### src/rtl/bus_pkg.sv
// Shared codes and types for the Mini SRC bus transfer sequencer.
package bus_pkg;

  // Select value that leaves the bus undriven.
  localparam logic [4:0] SEL_NONE = 5'b11111;

  // Highest legal source/destination code.
  localparam int MAX_CODE = 22;

  // Source codes (bus mux code space).
  localparam logic [4:0] SRC_R0    = 5'd0;
  localparam logic [4:0] SRC_R1    = 5'd1;
  localparam logic [4:0] SRC_R2    = 5'd2;
  localparam logic [4:0] SRC_R3    = 5'd3;
  localparam logic [4:0] SRC_R4    = 5'd4;
  localparam logic [4:0] SRC_R5    = 5'd5;
  localparam logic [4:0] SRC_R6    = 5'd6;
  localparam logic [4:0] SRC_R7    = 5'd7;
  localparam logic [4:0] SRC_R8    = 5'd8;
  localparam logic [4:0] SRC_R9    = 5'd9;
  localparam logic [4:0] SRC_R10   = 5'd10;
  localparam logic [4:0] SRC_R11   = 5'd11;
  localparam logic [4:0] SRC_R12   = 5'd12;
  localparam logic [4:0] SRC_R13   = 5'd13;
  localparam logic [4:0] SRC_R14   = 5'd14;
  localparam logic [4:0] SRC_R15   = 5'd15;
  localparam logic [4:0] SRC_HI    = 5'd16;
  localparam logic [4:0] SRC_LO    = 5'd17;
  localparam logic [4:0] SRC_ZHIGH = 5'd18;
  localparam logic [4:0] SRC_ZLOW  = 5'd19;
  localparam logic [4:0] SRC_PC    = 5'd20;
  localparam logic [4:0] SRC_MDR   = 5'd21;
  localparam logic [4:0] SRC_IR    = 5'd22;

  // Destination codes; load_en bit k strobes destination code k.
  localparam logic [4:0] DST_R0    = 5'd0;
  localparam logic [4:0] DST_R1    = 5'd1;
  localparam logic [4:0] DST_R2    = 5'd2;
  localparam logic [4:0] DST_R3    = 5'd3;
  localparam logic [4:0] DST_R4    = 5'd4;
  localparam logic [4:0] DST_R5    = 5'd5;
  localparam logic [4:0] DST_R6    = 5'd6;
  localparam logic [4:0] DST_R7    = 5'd7;
  localparam logic [4:0] DST_R8    = 5'd8;
  localparam logic [4:0] DST_R9    = 5'd9;
  localparam logic [4:0] DST_R10   = 5'd10;
  localparam logic [4:0] DST_R11   = 5'd11;
  localparam logic [4:0] DST_R12   = 5'd12;
  localparam logic [4:0] DST_R13   = 5'd13;
  localparam logic [4:0] DST_R14   = 5'd14;
  localparam logic [4:0] DST_R15   = 5'd15;
  localparam logic [4:0] DST_HI    = 5'd16;
  localparam logic [4:0] DST_LO    = 5'd17;
  localparam logic [4:0] DST_Y     = 5'd18;
  localparam logic [4:0] DST_MAR   = 5'd19;
  localparam logic [4:0] DST_PC    = 5'd20;
  localparam logic [4:0] DST_MDR   = 5'd21;
  localparam logic [4:0] DST_IR    = 5'd22;

  // Sequencer states.
  typedef enum logic [1:0] {
    IDLE  = 2'd0,
    DRIVE = 2'd1,
    LOAD  = 2'd2
  } state_t;

endpackage

### src/rtl/bus_load_ctrl_if.sv
// Request handshake and bus-control outputs of the transfer sequencer.
interface bus_load_ctrl_if #(
  parameter int SEL_W   = 5,
  parameter int NUM_DST = 23
);
  logic               req_valid;
  logic               req_ready;
  logic [SEL_W-1:0]   req_src;
  logic [SEL_W-1:0]   req_dst;
  logic [SEL_W-1:0]   reg_out_select;
  logic [NUM_DST-1:0] load_en;
  logic               busy;
  logic               err;

  // Requester side: issues transfers, observes bus control.
  modport master (
    output req_valid, req_src, req_dst,
    input  req_ready, reg_out_select, load_en, busy, err
  );

  // Sequencer side.
  modport slave (
    input  req_valid, req_src, req_dst,
    output req_ready, reg_out_select, load_en, busy, err
  );
endinterface

### src/rtl/bus_load_ctrl_xfer_fifo.sv
// Small synchronous request FIFO; pointers wrap modulo DEPTH, storage is not reset.
module xfer_fifo #(
  parameter int WIDTH = 10,
  parameter int DEPTH = 4
) (
  input  logic             clock,
  input  logic             clear_n,
  input  logic             push,
  input  logic [WIDTH-1:0] din,
  input  logic             pop,
  output logic [WIDTH-1:0] dout,
  output logic             full,
  output logic             empty
);
  localparam int PTR_W = $clog2(DEPTH);
  localparam int CNT_W = PTR_W + 1;

  logic [WIDTH-1:0] mem_q [DEPTH];
  logic [WIDTH-1:0] mem_d [DEPTH];
  logic [PTR_W-1:0] wr_ptr_q, wr_ptr_d;
  logic [PTR_W-1:0] rd_ptr_q, rd_ptr_d;
  logic [CNT_W-1:0] count_q, count_d;
  logic             push_ok;
  logic             pop_ok;

  assign full    = (count_q == CNT_W'(DEPTH));
  assign empty   = (count_q == '0);
  assign push_ok = push && !full;
  assign pop_ok  = pop && !empty;
  assign dout    = mem_q[rd_ptr_q];

  // Next pointer/count/storage values; a push and pop together leave count unchanged.
  always_comb begin
    mem_d    = mem_q;
    wr_ptr_d = wr_ptr_q;
    rd_ptr_d = rd_ptr_q;
    count_d  = count_q;
    if (push_ok) begin
      mem_d[wr_ptr_q] = din;
      wr_ptr_d        = wr_ptr_q + PTR_W'(1);
    end
    if (pop_ok) begin
      rd_ptr_d = rd_ptr_q + PTR_W'(1);
    end
    case ({push_ok, pop_ok})
      2'b10:   count_d = count_q + CNT_W'(1);
      2'b01:   count_d = count_q - CNT_W'(1);
      default: count_d = count_q;
    endcase
  end

  // Control state; clearing flushes the queue.
  always_ff @(posedge clock or negedge clear_n) begin
    if (!clear_n) begin
      wr_ptr_q <= '0;
      rd_ptr_q <= '0;
      count_q  <= '0;
    end else begin
      wr_ptr_q <= wr_ptr_d;
      rd_ptr_q <= rd_ptr_d;
      count_q  <= count_d;
    end
  end

  // Entry storage; contents are only meaningful while counted.
  always_ff @(posedge clock) begin
    mem_q <= mem_d;
  end

endmodule

### src/rtl/bus_load_ctrl.sv
// Mini SRC bus transfer sequencer: queues src->dst transfers, drives the bus
// mux select for one cycle to settle, then strobes exactly one load enable.
module bus_load_ctrl
  import bus_pkg::*;
#(
  parameter int DEPTH   = 4,
  parameter int SEL_W   = 5,
  parameter int NUM_DST = 23
) (
  input  logic          clock,
  input  logic          clear_n,
  bus_load_ctrl_if.slave bus
);
  localparam logic [SEL_W-1:0] MAX_C    = SEL_W'(MAX_CODE);
  localparam logic [SEL_W-1:0] SEL_IDLE = SEL_W'(SEL_NONE);

  state_t             state_q, state_d;
  logic [SEL_W-1:0]   cur_src_q, cur_src_d;
  logic [SEL_W-1:0]   cur_dst_q, cur_dst_d;
  logic               err_q, err_d;

  logic               codes_ok;
  logic               accept;
  logic               fifo_push;
  logic               fifo_pop;
  logic               fifo_full;
  logic               fifo_empty;
  logic [2*SEL_W-1:0] fifo_dout;
  logic [SEL_W-1:0]   head_src;
  logic [SEL_W-1:0]   head_dst;
  logic [SEL_W-1:0]   sel_out;
  logic [NUM_DST-1:0] load_out;

  // Out-of-range codes still complete the handshake but never enter the queue.
  assign codes_ok  = (bus.req_src <= MAX_C) && (bus.req_dst <= MAX_C);
  assign accept    = bus.req_valid && !fifo_full;
  assign fifo_push = accept && codes_ok;
  assign head_src  = fifo_dout[2*SEL_W-1:SEL_W];
  assign head_dst  = fifo_dout[SEL_W-1:0];

  xfer_fifo #(
    .WIDTH (2*SEL_W),
    .DEPTH (DEPTH)
  ) u_fifo (
    .clock   (clock),
    .clear_n (clear_n),
    .push    (fifo_push),
    .din     ({bus.req_src, bus.req_dst}),
    .pop     (fifo_pop),
    .dout    (fifo_dout),
    .full    (fifo_full),
    .empty   (fifo_empty)
  );

  // Sequencer next state: pop into the current-transfer register on IDLE/LOAD exit.
  always_comb begin
    state_d   = state_q;
    cur_src_d = cur_src_q;
    cur_dst_d = cur_dst_q;
    fifo_pop  = 1'b0;
    case (state_q)
      IDLE: begin
        if (!fifo_empty) begin
          fifo_pop  = 1'b1;
          cur_src_d = head_src;
          cur_dst_d = head_dst;
          state_d   = DRIVE;
        end
      end
      DRIVE: begin
        state_d = LOAD;
      end
      LOAD: begin
        if (!fifo_empty) begin
          fifo_pop  = 1'b1;
          cur_src_d = head_src;
          cur_dst_d = head_dst;
          state_d   = DRIVE;
        end else begin
          state_d = IDLE;
        end
      end
      default: begin
        state_d = IDLE;
      end
    endcase
  end

  // Rejection pulse for the cycle after an out-of-range request is taken.
  always_comb begin
    err_d = accept && !codes_ok;
  end

  // Control flops; reset drops the in-flight transfer immediately.
  always_ff @(posedge clock or negedge clear_n) begin
    if (!clear_n) begin
      state_q <= IDLE;
      err_q   <= 1'b0;
    end else begin
      state_q <= state_d;
      err_q   <= err_d;
    end
  end

  // Current-transfer codes; only observed outside IDLE, so left unreset.
  always_ff @(posedge clock) begin
    cur_src_q <= cur_src_d;
    cur_dst_q <= cur_dst_d;
  end

  // Bus outputs decoded from registered state only.
  always_comb begin
    sel_out  = SEL_IDLE;
    load_out = '0;
    if (state_q != IDLE) begin
      sel_out = cur_src_q;
    end
    if (state_q == LOAD) begin
      load_out = NUM_DST'(1) << cur_dst_q;
    end
  end

  assign bus.req_ready      = !fifo_full;
  assign bus.reg_out_select = sel_out;
  assign bus.load_en        = load_out;
  assign bus.busy           = !fifo_empty || (state_q != IDLE);
  assign bus.err            = err_q;

endmodule

### src/flat_wrapper.sv
// flat-port wrapper written by rule: the top's interface ports become plain ports
module bus_load_ctrl_flat import bus_pkg::*;
#(
  parameter int DEPTH   = 4,
  parameter int SEL_W   = 5,
  parameter int NUM_DST = 23
)
  (clock, clear_n, bus_req_valid, bus_req_src, bus_req_dst, bus_req_ready, bus_reg_out_select, bus_load_en, bus_busy, bus_err);
  bus_load_ctrl_if #(.SEL_W(SEL_W), .NUM_DST(NUM_DST)) bus_i ();
  input  logic clock;
  input  logic clear_n;
  input wire logic [$bits(bus_i.req_valid)-1:0] bus_req_valid;
  input wire logic [$bits(bus_i.req_src)-1:0] bus_req_src;
  input wire logic [$bits(bus_i.req_dst)-1:0] bus_req_dst;
  output wire logic [$bits(bus_i.req_ready)-1:0] bus_req_ready;
  output wire logic [$bits(bus_i.reg_out_select)-1:0] bus_reg_out_select;
  output wire logic [$bits(bus_i.load_en)-1:0] bus_load_en;
  output wire logic [$bits(bus_i.busy)-1:0] bus_busy;
  output wire logic [$bits(bus_i.err)-1:0] bus_err;
  assign bus_i.req_valid = bus_req_valid;
  assign bus_i.req_src = bus_req_src;
  assign bus_i.req_dst = bus_req_dst;
  assign bus_req_ready = bus_i.req_ready;
  assign bus_reg_out_select = bus_i.reg_out_select;
  assign bus_load_en = bus_i.load_en;
  assign bus_busy = bus_i.busy;
  assign bus_err = bus_i.err;
  bus_load_ctrl #(.DEPTH(DEPTH), .SEL_W(SEL_W), .NUM_DST(NUM_DST)) u_core (.clock(clock), .clear_n(clear_n), .bus(bus_i));
endmodule
### config.mk
export PLATFORM = sky130hd
export DESIGN_NAME = bus_load_ctrl_flat
export DESIGN_NICKNAME = d
export VERILOG_FILES = /design/src/rtl/bus_pkg.sv /design/src/rtl/bus_load_ctrl_if.sv /design/src/rtl/bus_load_ctrl_xfer_fifo.sv /design/src/rtl/bus_load_ctrl.sv /design/src/flat_wrapper.sv
export SDC_FILE = /design/constraint.sdc
export NUM_CORES = 1
export LEC_CHECK = 0
export ABC_AREA = 0
export BUFFER_PORTS_ARGS = -buffer_cell sky130_fd_sc_hd__buf_2
export CAP_MARGIN = 20
export CORE_UTILIZATION = 39
export DETAILED_ROUTE_END_ITERATION = 10
export PLACE_DENSITY = 0.61
export SLEW_MARGIN = 20
export SYNTH_ARGS = -nofsm -noshare
export SYNTH_HDL_FRONTEND = slang
export SYNTH_SLANG_ARGS = --single-unit
### constraint.sdc
create_clock -name clock -period 2.7 [get_ports clock]
set_clock_uncertainty 0.05 [all_clocks]
set_input_delay 0.54 -clock clock [delete_from_list [all_inputs] [get_ports clock]]
set_output_delay 0.54 -clock clock [all_outputs]
set_load 0.005 [all_outputs]
# Word-level counts from Yosys, hierarchy flattened
# Cells that the tools add are included.
dict set report word_totals {
  ff_bits 60
  input_bits 13
  out_inout_bits 31
  word_cells 61
}
dict set report op_classes {
  n_addsub 4
  order_cmp 5
  n_eq_ne 6
  n_shift 1
  n_mux 14
  n_bitwise 3
  n_reduce_logical 17
}
# cell n
set ops {}
lappend ops {{40-bit bitwise mux} 1}
lappend ops {{10-bit two-way mux} 3}
lappend ops {{23-bit two-way mux} 1}
lappend ops {{1-bit by 5-bit left shift with 23-bit output, first input constant} 1}
lappend ops {{10-bit binary-select mux with 2-bit select} 1}
lappend ops {{10-bit demux with 2-bit select} 1}
lappend ops {{5-bit <= comparator, second input constant} 2}
lappend ops {{1-bit logical AND} 7}
lappend ops {{3-bit greater-or-equal comparator, second input constant} 2}
lappend ops {{2-bit inverter with 3-bit output} 2}
lappend ops {{2-bit case mux with 3 select lines} 1}
lappend ops {{3-bit case mux with 2 select lines} 1}
lappend ops {{5-bit two-way mux} 1}
lappend ops {{2-bit by 1-bit adder with 2-bit output, second input constant} 2}
lappend ops {{2-bit by 1-bit == test with 1-bit output, second input constant} 2}
lappend ops {{2-bit == test, second input constant} 2}
lappend ops {{2-bit nonzero test} 2}
lappend ops {{3-bit by 1-bit adder with 3-bit output, second input constant} 1}
lappend ops {{3-bit == test, second input constant} 1}
lappend ops {{1-bit zero test} 3}
lappend ops {{3-bit zero test} 1}
lappend ops {{3-bit by 1-bit < comparator with 1-bit output, second input constant} 1}
lappend ops {{1-bit two-way mux} 3}
lappend ops {{3-bit by 1-bit subtractor with 3-bit output, second input constant} 1}
lappend ops {{other kinds (7)} 7}

# Depth between registers and ports, before layout
dict set report depth {
  ltp_word 7
  mapped_depth 11
  depth_no_buf 10
}

# Hierarchy
# Synthesis repeated with hierarchy kept, for this count alone.
dict set report unflattened {
  hier_cells 156
  area_unflattened_um2 2605.0
}
# mod instances cells_each area_per_inst_um2 seq_area_each_um2
set modules_own_cells {}
lappend modules_own_cells {xfer_fifo 1 89 1885.6 1376.3}
lappend modules_own_cells {bus_load_ctrl 1 67 719.4 375.4}

# Least setup slack after synthesis
# OpenSTA, ideal clock, no wires.
dict set report synth_timing {
  path_type {register -> register}
  start {register u_core.u_fifo.count_q[0]}
  end {register u_core.u_fifo.count_q[2]}
  setup_time_ps 79
  arrival_time_ps 2118
  t_required_ps 2571
  setup_slack_ps 453
  path_stages_with_launch 9
  path_buffers 0
  synth_period_minus_slack_ps 2247
  cell_sequence {dfrtp_1 -> nor3_1 -> nor2_1 -> ha_1 -> inv_1 -> fa_1 -> xor2_1 -> nor2_1 -> xor2_1}
}
dict set report synth_via {
  elab_cells_between_ends 16
  classes_between {2 x add/sub; 3 x eq/ne; 3 x mux; 8 x reduce/logical}
}
# item line
set synth_lines {}
lappend synth_lines {{start, declared} bus_load_ctrl_xfer_fifo.sv:22} ;# logic [CNT_W-1:0] count_q, count_d;
lappend synth_lines {{start signal, assigned} bus_load_ctrl_xfer_fifo.sv:61} ;# count_q <= count_d;
lappend synth_lines {{3-bit zero test (*)} bus_load_ctrl_xfer_fifo.sv:27} ;# assign empty = (count_q == '0);
lappend synth_lines {{1-bit two-way mux (*)} {bus_load_ctrl.sv:63, bus_load_ctrl.sv:74}}
lappend synth_lines {{1-bit two-way mux (*)} -}
lappend synth_lines {{net u_core.fifo_pop} bus_load_ctrl.sv:25} ;# logic fifo_pop;
lappend synth_lines {{1-bit logical AND (*)} bus_load_ctrl_xfer_fifo.sv:29} ;# assign pop_ok = pop && !empty;
lappend synth_lines {{2-bit by 1-bit == test with 1-bit output or 2-bit == test (tied branches)} bus_load_ctrl_xfer_fifo.sv:45} ;# case ({push_ok, pop_ok})
lappend synth_lines {{3-bit case mux with 2 select lines or 2-bit nonzero test (tied branches)} -}
# The timed path passes the listed nets; every way through them passes the cells marked *.
# A chain may end at the register's enable or synchronous reset.

# Worst setup path in the final report
dict set report layout_timing {
  start {register u_core.state_q[0]}
  end {output port bus_load_en[7]}
}
dict set report layout_via {
  elab_chain_len 2
}
# item line
set layout_rtl {}
lappend layout_rtl {{start, declared} bus_load_ctrl.sv:17} ;# state_t state_q, state_d;
lappend layout_rtl {{start signal, assigned} bus_load_ctrl.sv:100} ;# state_q <= state_d;
lappend layout_rtl {{2-bit == test} bus_load_ctrl.sv:118} ;# if (state_q == LOAD) begin
lappend layout_rtl {{23-bit two-way mux} bus_load_ctrl.sv:118}
lappend layout_rtl {{end, declared} flat_wrapper.sv:17} ;# output wire logic [$bits(bus_i.load_en)-1:0] bus_load_en;
# No other way between the ends.

==> flow_summary.yaml <==
clock_tree:
  clock_path_buffers: 2
  cts_setup_buffers: 0
  worst_skew_pair.late_latency_ns: 0.33
  clock-sinks: 60
  h-tree-depth: 3
  cts_tree: "yes"
  numCtsBuffers: 9
  cts_hold_buf: 0
  clk_pin_slew_worst_paths_ns: 0.06
  cts-root-buf: "clkbuf_8"
drt:
  vias: 1393
  antenna_left: 0
  dr_wl_met3_um: 226
  first_iter_violations: 41
  drt-total-wl_um: 4150
  top_layer_used: "met4"
  met2WireLength_um: 2020
  route.detailed.drc: 0
  vias_per_cell: 4.85
  wl_met1_um: 1860
  drtPass1Iterations: 4
  wl_per_cell_um: 14.5
synthesis:
  synth-edff-count: 50
  syn_area_per_cell_um2: 16.1
  synthCells: 156
  ys_async_sr_fraction_pct: 16.7
  post_synth_main_area_contributors: "edfxtp_1, dfrtp_1, mux4_2"
  netlist_area_mm2: 0.00251
  ys_seq_area_share_pct: 69.9
  ys.flop_type: "edfxtp_1"
  ys_types: 29
  synth_nets: 175
  synth_top_cell_area_share_pct: 59.9
  synth_seq_cells: 60
  synth_top_area_cell: "edfxtp_1"
  yosys_warnings: 0
cells_and_area:
  areaGrowthSynthToFinish_pct: 18.9
  diodes: 0
  drive_gt1_share_pct: 38.2
  n_fill_cell: 525
  design_area_mm2: 0.00298
  nNetsFinal: 226
placed_design:
  place_area_mm2: 0.00280
  io_buffer_count: 43
  dp_hpwl_um: 2820
  pre_cts_ws_ns: 0.152
  gp_congestion: 0.689
timing:
  finalCritPeriodShare_pct: 82.3
  setup_violations: 0
  slew_violations: 0
  fin_ws_ns: 0.477
  fin_crit_ns: 2.22
  holdWs_ns: 0.0205
  timing.fmax_mhz: 450
  worstMarginPinSlew_ns: 0.733
  rsz0062_at_grt: "false"
  hold_viol: 0
  fin_tns_setup_ns: 0
  relSlewSlack_pct: 51.1
die:
  core_area_mm2: 0.00606
  rows: 28
  io_pins: 44
  die_h_um: 82.2
  die_w_um: 82.2
  start_util_pct: 41.4
  fp.dieArea_mm2: 0.00675
critical_path:
  end_kind: "output pin"
  crit_chain: "nand2b_1, or3_1, nor2_1, buf_2"
  slowest_stage: "or3_1"
  critPathMaxFanout: 8
  start_kind: "flop"
  arrival_ns: 1.63
  crit_required_ns: 2.11
  slowest_delay_ns: 0.45
  worst-setup-path-type: "reg2out"
power_and_ir_drop:
  internal_power_w: 0.00212
  switchingPower_w: 0.000918
  leakage_nw: 1.15
  vdd_drop_max_uv: 447
  power.total_w: 0.00304
  p_comb_share_pct: 26.2
  p_per_area_mw_per_mm2: 1020
  clkPwrFrac_pct: 24.7
  switching_share_pct: 30.2
  seq_power_share_pct: 49.1
min_path:
  hold_path.class: "in2async"
global_route:
  grtUsageTotal_pct: 13.8
  grt_antenna_before_repair: 0
  grt_max_degree: 14
  grt_pass1_vias: 1290
  grt_pass1_wl_um: 6390
  gr-total-overflow: 0
run_status:
  status: "finished, final reports clean"
flow_run:
  drv_cap: 0
## cells by family (layout without fill, tap and decap cells)
group | after synthesis | after routing | synth area share (%)
flip-flops | 60 | 60 | 69.9
AND/OR/NAND/NOR | 60 | 60 | 12.0
multiplexers | 12 | 12 | 9.98
buffers and inverters | 10 | 66 | 2.00
adder cells (fa/ha/maj) | 6 | 6 | 3.29
XOR/XNOR | 6 | 6 | 2.10
AO/OA/AOI/OAI | 2 | 2 | 0.798
## flip-flops by register name, summed over array words and instances, names as in the netlist
register / count
u_core.u_fifo.count_q: 3
u_core.state_q: 2
u_core.bus.err: 1
u_core.u_fifo.mem_q: 40
u_core.cur_src_q: 5
u_core.cur_dst_q: 5
u_core.u_fifo.rd_ptr_q: 2
u_core.u_fifo.wr_ptr_q: 2
## critical path, delay by kind of cell, from the launching register on
kind	cells	cell delay [ns]
buf+inv	1	0.12
simple gates	3	0.78
flops	1	0.41
## cell usage in the layout (no fill, tap or decap), drive strengths merged, types with 2 or more instances in the layout
cell / count
clkinv: 4
ha: 5
nand3b: 3
or2: 5
dfrtp: 10
nand3: 2
inv: 6
nor2: 30
edfxtp: 50
and4: 2
buf: 44
clkbuf: 10
mux4: 10
and2: 4
xor2: 3
xnor2: 3
nand2: 6
or3b: 2
or3: 2
## through the flow
stage	cells	utilization [%]
after floorplan	156	-
after global placement	271	46.1
after detailed placement	271	46.1
after CTS	287	49.2
after global routing	287	49.2
final	287	49.2
## cells in the mapped netlist, types with 3 or more instances
| cell type | count |
|---|---|
| edfxtp_1 | 50 |
| nor2_1 | 30 |
| dfrtp_1 | 10 |
| mux4_2 | 10 |
| inv_1 | 6 |
| nand2_1 | 6 |
| ha_1 | 5 |
| or2_2 | 5 |
| and2_2 | 4 |
| nand3b_1 | 3 |
| xnor2_1 | 3 |
| xor2_1 | 3 |
## path summary, 6_finish.rpt
path                                                          to  depth (start not counted)  slack (ns)                            startpoint
setup reg to reg            u_core.u_fifo.count_q[2]$_DFFE_PN0P_                          8        0.49  u_core.u_fifo.count_q[0]$_DFFE_PN0P_
hold reg to reg                    u_core.state_q[1]$_DFFE_PN0P_                          1        0.41         u_core.state_q[1]$_DFFE_PN0P_
max in group asynchronous  u_core.u_fifo.rd_ptr_q[0]$_DFFE_PN0P_                          1        2.38                               clear_n
hold / removal             u_core.u_fifo.wr_ptr_q[1]$_DFFE_PN0P_                          1        0.02                               clear_n
min in group clock                      u_core.bus.err$_DFF_PN0_                          3        0.39                         bus_req_valid
setup / recovery                                  bus_load_en[7]                          4        0.48         u_core.state_q[0]$_DFFE_PN0P_
## final cells by class
cell class                      instances  area (um2)  area share (%)
Multi-Input combinational cell         86         708            23.8
Clock buffer                           10         128            4.28
Clock inverter                          6        55.1            1.85
Sequential cell                        60        1750            58.7
Inverter                                6        22.5           0.755
Timing Repair Buffer                   44         223            7.47
Tap cell                               75        93.8            3.15
## power groups by stage
stage / sequential, W / combinational [W] / clock [W]
after CTS: 0.00149 / 0.000815 / 0.000765
after global placement: 0.00150 / 0.000803 / 0
final: 0.00149 / 0.000797 / 0.000749
after floorplan: 0.00140 / 0.000678 / 0
after detailed placement: 0.00151 / 0.000812 / 0
after global routing: 0.00154 / 0.000898 / 0.000809
## repair_timing
item                       in CTS  in global routing
setup endpoints to repair       0                  1
hold endpoints to repair        0                  0
gates resized for setup         0                  1
## layer usage
layer	vias to the layer above	track usage, %
li1	672	-
met1	669	17.3
met2	45	21.5
met3	7	4.51
met4	0	7.19
met5	-	0
(Power assumes the default switching activity.)
